File: src/rtl/vid_sched_pkg.sv
// Shared constants for the video frame-buffer burst scheduler: job tags, FSM encoding and
// default memory map / line geometry.
package vid_sched_pkg;

    localparam logic [1:0] TAG_GBWR  = 2'd0;
    localparam logic [1:0] TAG_BLEND = 2'd1;
    localparam logic [1:0] TAG_OSD   = 2'd2;

    typedef enum logic [1:0] {
        StIdle  = 2'd0,
        StIssue = 2'd1,
        StWait  = 2'd2
    } sched_state_e;

    localparam logic [22:0] DEF_FB_BASE0    = 23'h10000;
    localparam logic [22:0] DEF_FB_BASE1    = 23'h40000;
    localparam logic [22:0] DEF_OSD_BASE    = 23'h70000;
    localparam int unsigned DEF_LINE_STRIDE = 320;
    localparam int unsigned DEF_LINE_LEN    = 160;
    localparam int unsigned DEF_NUM_LINES   = 144;

endpackage

File: src/rtl/vid_sched_prio_enc.sv
// Fixed-priority job picker: pending[0] (GB write) beats pending[1] (blend) beats pending[2] (OSD).
module vid_sched_prio_enc
    import vid_sched_pkg::*;
(
    input  logic [2:0] pending,
    output logic [2:0] grant,
    output logic [1:0] tag,
    output logic       any
);

    always_comb begin
        grant = 3'b000;
        tag   = TAG_GBWR;
        any   = |pending;
        if (pending[0]) begin
            grant = 3'b001;
            tag   = TAG_GBWR;
        end else if (pending[1]) begin
            grant = 3'b010;
            tag   = TAG_BLEND;
        end else if (pending[2]) begin
            grant = 3'b100;
            tag   = TAG_OSD;
        end
    end

endmodule

File: src/rtl/vid_fb_burst_sched.sv
// PSRAM burst scheduler for GB line flush, blend prefetch and OSD prefetch with bank swapping.
// Optional VID_SCHED_STATS_EN adds busy_cycles / max_wait statistics outputs.
module vid_fb_burst_sched
    import vid_sched_pkg::*;
#(
    parameter logic [22:0] FB_BASE0    = DEF_FB_BASE0,
    parameter logic [22:0] FB_BASE1    = DEF_FB_BASE1,
    parameter logic [22:0] OSD_BASE    = DEF_OSD_BASE,
    parameter int unsigned LINE_STRIDE = DEF_LINE_STRIDE,
    parameter int unsigned LINE_LEN    = DEF_LINE_LEN,
    parameter int unsigned NUM_LINES   = DEF_NUM_LINES
) (
    input  logic        hClk,
    input  logic        reset,
    input  logic        hGBNewLine,
    input  logic        hVsync,
    input  logic        blend_en,
    input  logic        osd_en,
    output logic        cmd_valid,
    input  logic        cmd_ready,
    output logic        cmd_write,
    output logic [22:0] cmd_addr,
    output logic [8:0]  cmd_len,
    output logic [1:0]  cmd_tag,
    input  logic        cmd_done,
    output logic        wr_bank,
    output logic        busy,
`ifdef VID_SCHED_STATS_EN
    output logic [19:0] busy_cycles,
    output logic [7:0]  max_wait,
`endif
    output logic [7:0]  overrun_cnt
);

    localparam logic [22:0] STRIDE = 23'(LINE_STRIDE);
    localparam logic [8:0]  LEN    = 9'(LINE_LEN);
    localparam logic [7:0]  NLINES = 8'(NUM_LINES);

    sched_state_e state_q, state_d;
    logic [2:0]  pending_q, pending_d, grant_q, grant_d, sel_grant, clr_mask, pend_left;
    logic [7:0]  line_q, line_d, overrun_q, overrun_d;
    logic [22:0] line_off_q, line_off_d, sel_addr;
    logic [22:0] wr_addr_q, wr_addr_d, blend_addr_q, blend_addr_d, osd_addr_q, osd_addr_d;
    logic [22:0] cmd_addr_q, cmd_addr_d;
    logic [1:0]  cmd_tag_q, cmd_tag_d, sel_tag;
    logic        wr_bank_q, wr_bank_d, vsync_q, stale_q, stale_d, sel_any;
    logic        cmd_valid_q, cmd_valid_d, cmd_write_q, cmd_write_d;
    logic        frame_start, line_evt, new_req, hs;

    function automatic logic [22:0] bank_base(input logic bank);
        return bank ? FB_BASE1 : FB_BASE0;
    endfunction

    vid_sched_prio_enc u_prio (
        .pending (pending_q),
        .grant   (sel_grant),
        .tag     (sel_tag),
        .any     (sel_any)
    );

    assign frame_start = hVsync & ~vsync_q;
    assign line_evt    = hGBNewLine & ~hVsync & (line_q < NLINES);
    assign new_req     = frame_start | line_evt;
    assign hs          = (state_q == StIssue) & cmd_ready;
    // A request that replaced the pending set while a job was selected owns that bit now.
    assign clr_mask    = (hs && !stale_q) ? grant_q : 3'b000;
    assign pend_left   = pending_q & ~clr_mask;

    always_comb begin
        unique case (sel_grant)
            3'b010:  sel_addr = blend_addr_q;
            3'b100:  sel_addr = osd_addr_q;
            default: sel_addr = wr_addr_q;
        endcase
    end

    always_comb begin
        pending_d    = pend_left;
        line_d       = line_q;
        line_off_d   = line_off_q;
        wr_bank_d    = wr_bank_q;
        overrun_d    = overrun_q;
        wr_addr_d    = wr_addr_q;
        blend_addr_d = blend_addr_q;
        osd_addr_d   = osd_addr_q;
        if (frame_start) begin
            wr_bank_d    = ~wr_bank_q;
            line_d       = '0;
            line_off_d   = '0;
            pending_d    = {osd_en, blend_en, 1'b0};
            blend_addr_d = bank_base(wr_bank_q);
            osd_addr_d   = OSD_BASE;
        end else if (line_evt) begin
            if (|pend_left && overrun_q != 8'hFF) begin
                overrun_d = overrun_q + 8'd1;
            end
            pending_d[0]   = 1'b1;
            pending_d[2:1] = ((line_q + 8'd1) < NLINES) ? {osd_en, blend_en} : 2'b00;
            wr_addr_d      = bank_base(wr_bank_q) + line_off_q;
            blend_addr_d   = bank_base(~wr_bank_q) + line_off_q + STRIDE;
            osd_addr_d     = OSD_BASE + line_off_q + STRIDE;
            line_d         = line_q + 8'd1;
            line_off_d     = line_off_q + STRIDE;
        end
    end

    always_comb begin
        state_d     = state_q;
        cmd_valid_d = cmd_valid_q;
        cmd_write_d = cmd_write_q;
        cmd_addr_d  = cmd_addr_q;
        cmd_tag_d   = cmd_tag_q;
        grant_d     = grant_q;
        stale_d     = stale_q;
        unique case (state_q)
            StIdle: begin
                if (sel_any) begin
                    cmd_valid_d = 1'b1;
                    cmd_write_d = (sel_tag == TAG_GBWR);
                    cmd_addr_d  = sel_addr;
                    cmd_tag_d   = sel_tag;
                    grant_d     = sel_grant;
                    stale_d     = new_req;
                    state_d     = StIssue;
                end
            end
            StIssue: begin
                if (cmd_ready) begin
                    cmd_valid_d = 1'b0;
                    state_d     = StWait;
                end else if (new_req) begin
                    stale_d = 1'b1;
                end
            end
            StWait: begin
                if (cmd_done) begin
                    state_d = StIdle;
                end
            end
            default: state_d = StIdle;
        endcase
    end

    always_ff @(posedge hClk or posedge reset) begin
        if (reset) begin
            state_q      <= StIdle;
            pending_q    <= '0;
            line_q       <= '0;
            line_off_q   <= '0;
            wr_bank_q    <= 1'b0;
            vsync_q      <= 1'b0;
            overrun_q    <= '0;
            wr_addr_q    <= '0;
            blend_addr_q <= '0;
            osd_addr_q   <= '0;
            cmd_valid_q  <= 1'b0;
            cmd_write_q  <= 1'b0;
            cmd_addr_q   <= '0;
            cmd_tag_q    <= TAG_GBWR;
            grant_q      <= '0;
            stale_q      <= 1'b0;
        end else begin
            state_q      <= state_d;
            pending_q    <= pending_d;
            line_q       <= line_d;
            line_off_q   <= line_off_d;
            wr_bank_q    <= wr_bank_d;
            vsync_q      <= hVsync;
            overrun_q    <= overrun_d;
            wr_addr_q    <= wr_addr_d;
            blend_addr_q <= blend_addr_d;
            osd_addr_q   <= osd_addr_d;
            cmd_valid_q  <= cmd_valid_d;
            cmd_write_q  <= cmd_write_d;
            cmd_addr_q   <= cmd_addr_d;
            cmd_tag_q    <= cmd_tag_d;
            grant_q      <= grant_d;
            stale_q      <= stale_d;
        end
    end

    assign cmd_valid   = cmd_valid_q;
    assign cmd_write   = cmd_write_q;
    assign cmd_addr    = cmd_addr_q;
    assign cmd_tag     = cmd_tag_q;
    assign cmd_len     = LEN;
    assign wr_bank     = wr_bank_q;
    assign busy        = (state_q != StIdle);
    assign overrun_cnt = overrun_q;

`ifdef VID_SCHED_STATS_EN
    logic [19:0] busy_cnt_q, busy_cycles_q;
    logic [7:0]  wait_q, max_wait_q;

    always_ff @(posedge hClk or posedge reset) begin
        if (reset) begin
            busy_cnt_q    <= '0;
            busy_cycles_q <= '0;
            wait_q        <= '0;
            max_wait_q    <= '0;
        end else begin
            if (frame_start) begin
                busy_cycles_q <= busy_cnt_q;
                busy_cnt_q    <= '0;
                max_wait_q    <= '0;
            end else begin
                if (busy && busy_cnt_q != 20'hFFFFF) begin
                    busy_cnt_q <= busy_cnt_q + 20'd1;
                end
                if (hs && wait_q > max_wait_q) begin
                    max_wait_q <= wait_q;
                end
            end
            if (state_q != StIssue) begin
                wait_q <= '0;
            end else if (wait_q != 8'hFF) begin
                wait_q <= wait_q + 8'd1;
            end
        end
    end

    assign busy_cycles = busy_cycles_q;
    assign max_wait    = max_wait_q;
`endif

endmodule

File: config.mk
export PLATFORM = sky130hd
export DESIGN_NAME = vid_fb_burst_sched
export DESIGN_NICKNAME = d
export VERILOG_FILES = /design/src/rtl/vid_sched_pkg.sv /design/src/rtl/vid_sched_prio_enc.sv /design/src/rtl/vid_fb_burst_sched.sv
export SDC_FILE = /design/constraint.sdc
export NUM_CORES = 1
export LEC_CHECK = 0
export ABC_AREA = 1
export BUFFER_PORTS_ARGS = -buffer_cell sky130_fd_sc_hd__buf_2
export CAP_MARGIN = 20
export CORE_MARGIN = 2
export CORE_UTILIZATION = 54
export DETAILED_ROUTE_END_ITERATION = 8
export PLACE_DENSITY = 0.74
export SLEW_MARGIN = 20
export SYNTH_ARGS = -nofsm -noshare
export SYNTH_HDL_FRONTEND = slang
export SYNTH_SLANG_ARGS = --single-unit
File: constraint.sdc
create_clock -name hClk -period 3.05 [get_ports hClk]
set_input_delay 0.61 -clock hClk [delete_from_list [all_inputs] [get_ports hClk]]
set_output_delay 0.61 -clock hClk [all_outputs]
set_load 0.01 [all_outputs]
==> metrics.md <==
| Metric | Value |
|---|---|
| Status | `completed` |
| Die H | `103.5 um` |
| DIE AREA | `10,720 um^2` |
| Layout area overhead | `7.815%` |
| Vias post-DR | `4,608` |
| Post-CTS Setup Bufs | `0` |
| R2R Path Start | `wr_bank` |
| Clock-pin slew on the worst setup and hold paths | `0.10 ns` |
| Sw Share | `0.3626` |
| DR vias/cell | `5.254` |
| Slowest stage cell, crit path | `dfrtp_1` |
| Data required, critical path | `3.30 ns` |
| Layout Skew | `0.01458 ns` |
| Synth cell types | `39` |
| Clock Tree Buf Depth | `2` |
| TritonCTS clock tree | `done` |
| Row count | `36` |
| Fin util | `0.5953` |
| Final Hold Fails | `0` |
| TritonRoute pass-1 iters | `5` |
| Clock power frac | `0.253` |
| Worst skew pair latency | `0.37 ns` |
| Pin slew with the least headroom to its limit | `0.7433 ns` |
| Sink Count | `96` |
| H-tree depth | `3` |
| Worst path bufs/invs | `1` |
| Flop-to-flop setup slack | `1.02 ns` |
| Setup TNS | `0 ns` |
| Final HPWL DP | `9144 um` |
| Vias in the first global route | `4,374` |
| Tmin final | `2.031 ns` |
| Initial drt markers | `445` |
| CTS Hold Bufs | `0` |
| Root Buffer | `clkbuf_8` |
| Synth Instances | `713` |
| Post-Syn Area | `5348 um^2` |
| Most used DFF post-synth | `dfrtp_1` |
| Total grt overflow | `0` |
| CP most frequent cell | `nand2_1` |
| Most frequent cells in the layout | `211 x nand2_1, 96 x dfrtp_1, 82 x nor2_1` |
| Global Route Usage Sum | `0.2423` |
| Int Power | `2.360 mW` |
| Routed Antenna Nets | `0` |
| Setup crit start kind | `flip-flop` |
| NumNets Final | `755` |
| CTS buffer count | `9` |
| PwrDens | `642.1 nW/um^2` |
| Layout cell share with drive strength beyond 1 | `0.1237` |
| Most common cell after layout, fill and taps aside | `nand2_1` |
| Min-delay worst type | `in -> async` |
| Largest net degree at the start of global routing | `71` |
| Max-cap violations | `0` |
| Starting Density | `0.5522` |
| Total wire length | `12,550 um` |
| Residual DRC | `0` |
| Per-cell routed wire length | `14.31 um` |
| Ys async rst share | `1.000` |
| CORE AREA | `9684 um^2` |
| Setup-failing EPs final | `0` |
| Placer Congestion | `0.9088` |
| Reg power frac | `0.462` |
| Crit-path max FO | `7` |
| Synth Register Bits | `96` |
| Post_cts resized | `0` |
| Largest delay share family, worst path | `simple AND/OR/NAND/NOR gates` |
| Fin. max-slew vios | `0` |
| Fin crit share | `0.6659` |
| Setup CP Type | `reg -> reg` |
| Fill count | `855` |
| Reg2reg end | `blend_addr_q[20]` |
| Crit path DAT | `2.28 ns` |
| Critical path's largest stage delay | `0.52 ns` |
| Port buffer count | `44` |
| ANT cells | `0` |
| Worst-case reg-to-reg path depth | `9` |
| Worst slew margin | `0.5026` |
| Post-synthesis area per instance | `7.500 um^2` |
| Crit. End Element | `flip-flop` |
| IO Pins | `54` |
| Initial antenna violation count | `0` |
| Leakage power | `2.884 nW` |
| Sequential area share after synthesis | `0.4492` |
| Worst-path cell chain | `inv_1 > ha_1 > nand2_1 > o21ai_0 > nand2_1 > nand2_1 > nand2_1 > nand3_1 > nand2_1` |
| Post-synth EDFFs | `0` |
| Max Freq | `492.3 MHz` |
| Sw Pwr | `1.342 mW` |
| Yosys warns | `0` |
| Max VDD drop | `0.0003235 V` |
| RSZ-0062 raised after global routing | `false` |
| Die W | `103.5 um` |
| First-pass GRT wire length | `21,020 um` |
| Combinational share of power | `0.285` |
-- synthesized netlist by cell type, drive strengths merged (8+ instances only) --
library cell	instances	area, um^2
nand2	214	820.8
dfrtp	96	2402
nor2	85	331.6
inv	77	289.0
nand3	56	285.3
o21ai	55	305.3
buf	36	242.7
a21oi	28	147.6
nand4	13	81.33
xor2	11	96.34
nor3	9	50.05
ha	8	100.1
-- state kept, by name, summed over array words and instances (netlist names), 2 cells and up --
name / count
blend_addr_q: 18
cmd_addr: 18
grant_q: 3
line_off_q: 7
line_q: 8
osd_addr_q: 7
overrun_cnt: 8
pending_q: 3
state_q: 2
wr_addr_q: 17
-- power groups by stage --
| stage | clock [mW] | sequential (mW) | combinational, mW |
|---|---|---|---|
| floorplan | 0 | 1.74 | 0.729 |
| global placement | 0 | 1.72 | 1.03 |
| detailed placement | 0 | 1.73 | 1.06 |
| CTS | 0.944 | 1.71 | 1.06 |
| global route | 1.00 | 1.75 | 1.20 |
| finish | 0.936 | 1.71 | 1.06 |
-- metal layers --
metal / global-route usage / vias up / routed length (um)
met3: 0.04154 / 16 / 607
met4: 0.07915 / 0 / 182
li1: - / 2291 / -
met5: 0 / - / 0
met2: 0.3671 / 129 / 5766
met1: 0.3562 / 2172 / 5998
-- worst reg2reg max path: stages, from the launching register on --
cell and delay, ns:
dfrtp_1 0.52, inv_1 0.15, ha_1 0.44, nand2_1 0.14
o21ai_0 0.26, nand2_1 0.14, nand2_1 0.09, nand2_1 0.05
nand3_1 0.07, nand2_1 0.06
-- worst max-delay path by stage --
stage	startpoint	end	slack (ns)	cells past startpoint
floorplan	wr_bank	blend_addr_q[21]	1.30	10
global placement	hVsync	blend_addr_q[6]	0.89	8
detailed placement	hVsync	line_q[1]	0.81	7
CTS	wr_bank	blend_addr_q[19]	1.09	9
global route	wr_bank	blend_addr_q[20]	0.86	9
finish	wr_bank	blend_addr_q[20]	1.02	9
-- area by class of cell --
cell class	count	area (um^2)	share of cell area
Inverter	77	292.8	0.05078
Tap cell	133	166.4	0.02886
Multi-Input combinational cell	508	2427	0.4210
Clock inverter	5	80.08	0.01389
Clock buffer	11	141.4	0.02452
Timing Repair Buffer	47	255.2	0.04427
Sequential cell	96	2402	0.4167
-- metrics by stage --
step,hold WS (ns),instances,setup WS (ns),total power [mW],instance area (um^2)
3_3_place_gp,0.4492,861,0.8879,2.755,5544
2_1_floorplan,0.4420,720,1.295,2.471,5378
6_report,0.3084,877,1.019,3.702,5766
4_1_cts,0.3263,877,1.087,3.710,5766
3_5_place_dp,0.4629,861,0.8096,2.787,5544
5_1_grt,0.3516,877,0.8602,3.948,5766
-- kinds of logic after synthesis --
family                   share of synthesized area
buffers and inverters                       0.1018
flip-flops                                  0.4492
XOR/XNOR                                   0.02293
AO/OA/AOI/OAI                               0.1100
other                                     0.001404
AND/OR/NAND/NOR                             0.2960
adder cells (fa/ha/maj)                    0.01872
No activity file was read; power rests on OpenSTA's default activity.
